### src/rtl/clause_array_loader.sv
// Clause array loader: streams clause words into the array's literal cells one
// row per cycle, zero-fills the unused rows, and streams rows back out for
// write-back of a bin. One FSM serves both directions.
//
// Ports:
//   clk, rst              clock; synchronous active-low reset
//   start_load_i          pulse: load nb_c_i clauses, then zero-fill the rest
//   start_store_i         pulse: read back nb_c_i clauses
//   nb_c_i                clause count, sampled on an accepted start
//   busy_o, done_o        busy in every non-IDLE state; one-cycle completion pulse
//   clause_in_*           valid/ready input stream of clause words
//   wr_row_o, lit_row_o   one-hot row write strobe and literal bus to the cells
//   lit_rows_i            lit_o of every cell, row r at slice r*2*NUM_V
//   clause_out_*          valid/ready read-back stream with row index
module clause_array_loader #(
  parameter int unsigned NUM_C   = 8,
  parameter int unsigned NUM_V   = 8,
  parameter int unsigned WIDTH_C = 4
) (
  input  logic                       clk,
  input  logic                       rst,
  input  logic                       start_load_i,
  input  logic                       start_store_i,
  input  logic [WIDTH_C-1:0]         nb_c_i,
  output logic                       busy_o,
  output logic                       done_o,
  input  logic                       clause_in_valid_i,
  output logic                       clause_in_ready_o,
  input  logic [2*NUM_V-1:0]         clause_in_data_i,
  output logic [NUM_C-1:0]           wr_row_o,
  output logic [2*NUM_V-1:0]         lit_row_o,
  input  logic [NUM_C*2*NUM_V-1:0]   lit_rows_i,
  output logic                       clause_out_valid_o,
  input  logic                       clause_out_ready_i,
  output logic [2*NUM_V-1:0]         clause_out_data_o,
  output logic [WIDTH_C-1:0]         clause_out_cid_o
);

  localparam int unsigned ROW_W = 2 * NUM_V;
  localparam logic [WIDTH_C-1:0] NUM_C_W  = WIDTH_C'(NUM_C);
  localparam logic [WIDTH_C-1:0] LAST_ROW = WIDTH_C'(NUM_C - 1);

  typedef enum logic [2:0] {IDLE, LOAD, CLEAR, STORE, DONE} state_t;

  state_t             state;
  logic [WIDTH_C-1:0] cnt;
  logic [WIDTH_C-1:0] n_tgt;

  logic [WIDTH_C-1:0] n_req_c;
  logic [WIDTH_C-1:0] cnt_inc_c;
  logic [NUM_C-1:0]   cnt_onehot_c;
  logic [WIDTH_C-1:0] sel_idx_c;
  logic [ROW_W-1:0]   sel_row_c;

  // Requested count clamped to the array height
  assign n_req_c      = (nb_c_i > NUM_C_W) ? NUM_C_W : nb_c_i;
  assign cnt_inc_c    = cnt + WIDTH_C'(1);
  assign cnt_onehot_c = NUM_C'(1) << cnt;

  // Row to present next: row 0 when a store starts, else the row after cnt
  assign sel_idx_c = (state == STORE) ? cnt_inc_c : '0;

  // Read-back row mux; an index past the last row selects zero
  always_comb begin
    sel_row_c = '0;
    for (int r = 0; r < int'(NUM_C); r++) begin
      if (sel_idx_c == WIDTH_C'(r)) sel_row_c = lit_rows_i[r*ROW_W +: ROW_W];
    end
  end

  // Control FSM with registered outputs
  always_ff @(posedge clk) begin
    if (!rst) begin
      state              <= IDLE;
      cnt                <= '0;
      n_tgt              <= '0;
      busy_o             <= 1'b0;
      done_o             <= 1'b0;
      clause_in_ready_o  <= 1'b0;
      wr_row_o           <= '0;
      lit_row_o          <= '0;
      clause_out_valid_o <= 1'b0;
      clause_out_data_o  <= '0;
      clause_out_cid_o   <= '0;
    end else begin
      wr_row_o <= '0;
      done_o   <= 1'b0;
      case (state)
        IDLE: begin
          cnt <= '0;
          // Load takes priority when both starts arrive together
          if (start_load_i) begin
            n_tgt  <= n_req_c;
            busy_o <= 1'b1;
            if (n_req_c != '0) begin
              state             <= LOAD;
              clause_in_ready_o <= 1'b1;
            end else begin
              state <= CLEAR;
            end
          end else if (start_store_i) begin
            n_tgt  <= n_req_c;
            busy_o <= 1'b1;
            if (n_req_c != '0) begin
              state              <= STORE;
              clause_out_valid_o <= 1'b1;
              clause_out_data_o  <= sel_row_c;
              clause_out_cid_o   <= '0;
            end else begin
              state  <= DONE;
              done_o <= 1'b1;
            end
          end
        end
        LOAD: begin
          // Ready is high for the whole state, so valid alone is a handshake
          if (clause_in_valid_i) begin
            wr_row_o  <= cnt_onehot_c;
            lit_row_o <= clause_in_data_i;
            cnt       <= cnt_inc_c;
            if (cnt_inc_c == n_tgt) begin
              clause_in_ready_o <= 1'b0;
              if (n_tgt == NUM_C_W) begin
                state  <= DONE;
                done_o <= 1'b1;
              end else begin
                state <= CLEAR;
              end
            end
          end
        end
        CLEAR: begin
          // Zero literals make the remaining rows non-participating
          wr_row_o  <= cnt_onehot_c;
          lit_row_o <= '0;
          cnt       <= cnt_inc_c;
          if (cnt == LAST_ROW) begin
            state  <= DONE;
            done_o <= 1'b1;
          end
        end
        STORE: begin
          // Data and cid hold while the consumer stalls
          if (clause_out_ready_i) begin
            if (cnt_inc_c == n_tgt) begin
              clause_out_valid_o <= 1'b0;
              state              <= DONE;
              done_o             <= 1'b1;
            end else begin
              cnt               <= cnt_inc_c;
              clause_out_data_o <= sel_row_c;
              clause_out_cid_o  <= cnt_inc_c;
            end
          end
        end
        DONE: begin
          state  <= IDLE;
          busy_o <= 1'b0;
        end
        default: state <= IDLE;
      endcase
    end
  end

endmodule

### config.mk
export PLATFORM = sky130hd
export DESIGN_NAME = clause_array_loader
export DESIGN_NICKNAME = d
export VERILOG_FILES = /design/src/rtl/clause_array_loader.sv
export SDC_FILE = /design/constraint.sdc
export NUM_CORES = 1
export LEC_CHECK = 0
export CORE_MARGIN = 2
export CORE_UTILIZATION = 37
export DETAILED_ROUTE_END_ITERATION = 10
export MAX_ROUTING_LAYER = met4
export PLACE_DENSITY_LB_ADDON = 0.08
export SKIP_CTS_REPAIR_TIMING = 1
export SYNTH_ARGS = -nofsm -noshare
export SYNTH_HDL_FRONTEND = slang
export SYNTH_SLANG_ARGS = --single-unit
### constraint.sdc
create_clock -name clk -period 2.7 [get_ports clk]
set_input_delay 0.54 -clock clk [delete_from_list [all_inputs] [get_ports clk]]
set_output_delay 0.54 -clock clk [all_outputs]
set_load 0.02 [all_outputs]
==> impl_metrics.yaml, run 1 <==
critical_path:
  crit_type: "reg -> reg"
  reg2reg_from: "cnt[1]"
  endpoint: "clause_out_data_o[11]"
  crit_arrival_ps: 2770
  startpoint: "cnt[1]"
  worstRegToRegCells: 8
  reg2reg_to: "clause_out_data_o[11]"
  ff2ff_setup_slack_ps: 150
  worstPathMaxFanout: 12
  end_kind: "flip-flop"
  required_ps: 2920
  critical_path.startpoint_type: "flip-flop"
grt:
  grt_start_max_net_pins: 35
  gr-usage-all-layers_pct: 26.7
  grt_pass1_wl_mm: 24.2
  grt_pass1_vias: 4678
  antenna_found_initial: 0
  overflow: 0
synthesis:
  synth_seq_area_share_pct: 28.5
  synth_area_per_cell_um2: 8.13
  synth-edff-count: 0
  netlist_area_um2: 4150
  synth-async-reset-ratio_pct: 0
  ys_ff_latch: 59
  yosys_warnings: 0
  synth_top_flop_cell: "dfxtp_1"
  syn_inst: 510
  synth_nets: 671
  yosysUniqueCellTypes: 64
clock_network:
  clockRootBuffer: "clkbuf_8"
  clkLatencyLatePin_ps: 330
  clk_pin_slew_worst_paths_ps: 70
  cts_tree: "yes"
  clk_path_buf_depth: 2
  h-tree-depth: 3
  cts_sinks: 59
  cts-buffers-inserted: 9
cells_and_area:
  final_area_um2: 6540
  drive_gt1_share_pct: 9.52
  finalNetCount: 860
  post-route-util_pct: 60.0
  synthToLayoutAreaGrowth_pct: 57.6
  n_antenna_cell: 0
  layout.cells.non_filler: 844
drt:
  wirelength_mm: 16.3
  drc_errors: 0
  postRouteAntennaNets: 0
  viasPerCell: 5.74
  via_count: 4841
  first_pass_iters: 5
  drt-wirelength-per-cell_um: 19.3
  drt_iter0_markers: 438
placed_design:
  placed_area_um2: 6310
  dp.cells: 828
  place_ws_ps: 97.4
  dpl.hpwl_mm: 12.6
  port_buffers: 201
  gp_congestion: 0.869
die:
  die_x_um: 110
  die_h_um: 110
  dieArea_um2: 12100
  num_rows: 38
  initial_core_util_pct: 38.1
  ios: 202
  core_area_um2: 10900
min_path:
  hp-class: "reg -> reg"
  min_path_cells: 2
run_status:
  status: "completed"
job:
  maxCapViolCount: 0
sta:
  setup_viol: 0
  slew_headroom_pct: 57.8
  fin_crit_ps: 2550
  timing.setup.tns_ps: 0
  slew_viol_final: 0
  setup_ws_ps: 153
  period_share_pct: 94.3
  hold_violations: 0
  holdWs_ps: 487
  worst-slew-pin-transition_ps: 630
  fmax_mhz: 393
  rsz0062_at_grt: "no"
  finClkSkew_ps: 6.14
power_and_ir_drop:
  p_total_mw: 4.98
  p_leak_nw: 2.43
  p_per_area_nw_per_um2: 763
  peakVddDrop_v: 0.000628
-- cell type report --
cell class,instances,area [um^2]
inverter,10,37.5
timing repair buffer,229,2220
clock inverter,6,65.1
tap,140,175
sequential,59,1180
clock buffer,10,138
fill,996,4350
multi-input combinational,390,2720
-- routing by layer --
metal	up-vias	global-route usage (%)	share of wire (%)
li1	2345	-	-
met1	2242	33.3	42
met2	235	42.7	46
met3	19	6.76	10
met4	0	7.59	1.5
met5	-	-	0
-- cell usage in the layout (no fill, tap or decap), types with 3 or more instances in the layout --
cell and n:
a22oi_1 26, nor3_1 28, nand2_1 22, dfxtp_1 59, ha_1 6, nor3b_1 3, clkdlybuf4s50_1 201, o21ai_0 29
clkbuf_8 10, a21oi_1 18, a2bb2oi_1 13, buf_4 28, a32oi_1 12, inv_1 10, nor4_1 4, nand4_1 6
o22ai_1 18, mux2_2 3, a32o_1 12, a311oi_1 3, mux2i_1 9, a21o_1 15, xnor2_1 3, nand3_1 20
nand2b_1 19, and3_1 4, nor2_1 34, a211oi_1 5, and2_1 4, a22o_1 25, nand3b_1 6
-- cell families (layout without fill, tap and decap cells) --
kind of cell | Yosys count | after routing | synth area share [%]
xor+xnor | 8 | 8 | 2.23
simple gates | 170 | 170 | 23.1
fa+ha+maj | 7 | 7 | 2.11
compound gates | 193 | 193 | 34.2
mux | 12 | 12 | 2.99
flops | 59 | 59 | 28.5
buf+inv | 61 | 255 | 6.85
-- synth_stat cells, types with 3 or more instances --
cell type / number / share of area [%]
a22oi_1: 26 / 4.7
a311oi_1: 4 / 0.84
nor3b_1: 3 / 0.54
a22o_1: 25 / 5.3
and2_1: 4 / 0.60
nor3_1: 28 / 3.4
buf_2: 16 / 1.9
a32oi_1: 12 / 2.5
buf_4: 3 / 0.54
clkbuf_1: 29 / 2.6
and3_1: 4 / 0.60
mux2_2: 3 / 0.81
ha_1: 7 / 2.1
o21ai_0: 29 / 3.5
inv_1: 10 / 0.91
a32o_1: 12 / 2.9
nor2_1: 36 / 3.3
a21o_1: 15 / 2.7
nand2_1: 22 / 2.0
nand3_1: 20 / 2.4
nand2b_1: 19 / 2.9
nor4_1: 4 / 0.60
nand3b_1: 6 / 1.1
a211oi_1: 5 / 0.91
xnor2_1: 3 / 0.63
xnor2_2: 3 / 1.2
a2bb2oi_1: 13 / 2.7
mux2i_1: 9 / 2.2
o22ai_1: 18 / 2.7
a21oi_1: 18 / 2.2
nand4_1: 6 / 0.91
dfxtp_1: 59 / 28
-- flip-flops by register name, summed over array words and instances (netlist names) --
name and count:
cnt 4, clause_in_ready_o 1, clause_out_cid_o 4, clause_out_valid_o 1
n_tgt 4, lit_row_o 16, done_o 1, clause_out_data_o 16
state 3, busy_o 1, wr_row_o 8
-- how the worst min path moves through the flow --
stage | start | endpoint | slack, ps
global route | clause_out_data_o[9] | clause_out_data_o[9] | 510
detailed placement | n_tgt[3] | n_tgt[3] | 480
floorplan | n_tgt[2] | n_tgt[2] | 460
CTS | n_tgt[3] | n_tgt[3] | 490
finish | n_tgt[3] | n_tgt[3] | 490
global placement | cnt[2] | cnt[2] | 470
-- worst max-delay path: stages, from the launching register on --
cell,delay (ps)
dfxtp_1,360
ha_1,240
ha_1,430
nand2b_1,230
or4_1,460
buf_4,200
o21ai_0,210
nor3_1,70
a32o_1,220
-- power breakdown --
part / switching [mW] / internal [mW] / total, mW
clock network: 0.349 / 0.450 / 0.799
registers: 0.141 / 1.03 / 1.17
logic: 1.69 / 1.32 / 3.01
Note: power is estimated with default switching activity, not from simulation.
==> run 2, diff against run 1 <==
--- a/config.mk
+++ b/config.mk
@@ -5,8 +5,10 @@
 export SDC_FILE = /design/constraint.sdc
 export NUM_CORES = 1
 export LEC_CHECK = 0
+export ABC_CLOCK_PERIOD_IN_PS = 2700
 export CORE_MARGIN = 2
 export CORE_UTILIZATION = 37
+export CTS_CLUSTER_SIZE = 24
 export DETAILED_ROUTE_END_ITERATION = 10
 export MAX_ROUTING_LAYER = met4
 export PLACE_DENSITY_LB_ADDON = 0.08
==> results of run 2 <==
Same layout as run 1: the final DEF is identical, and so are final timing and power.
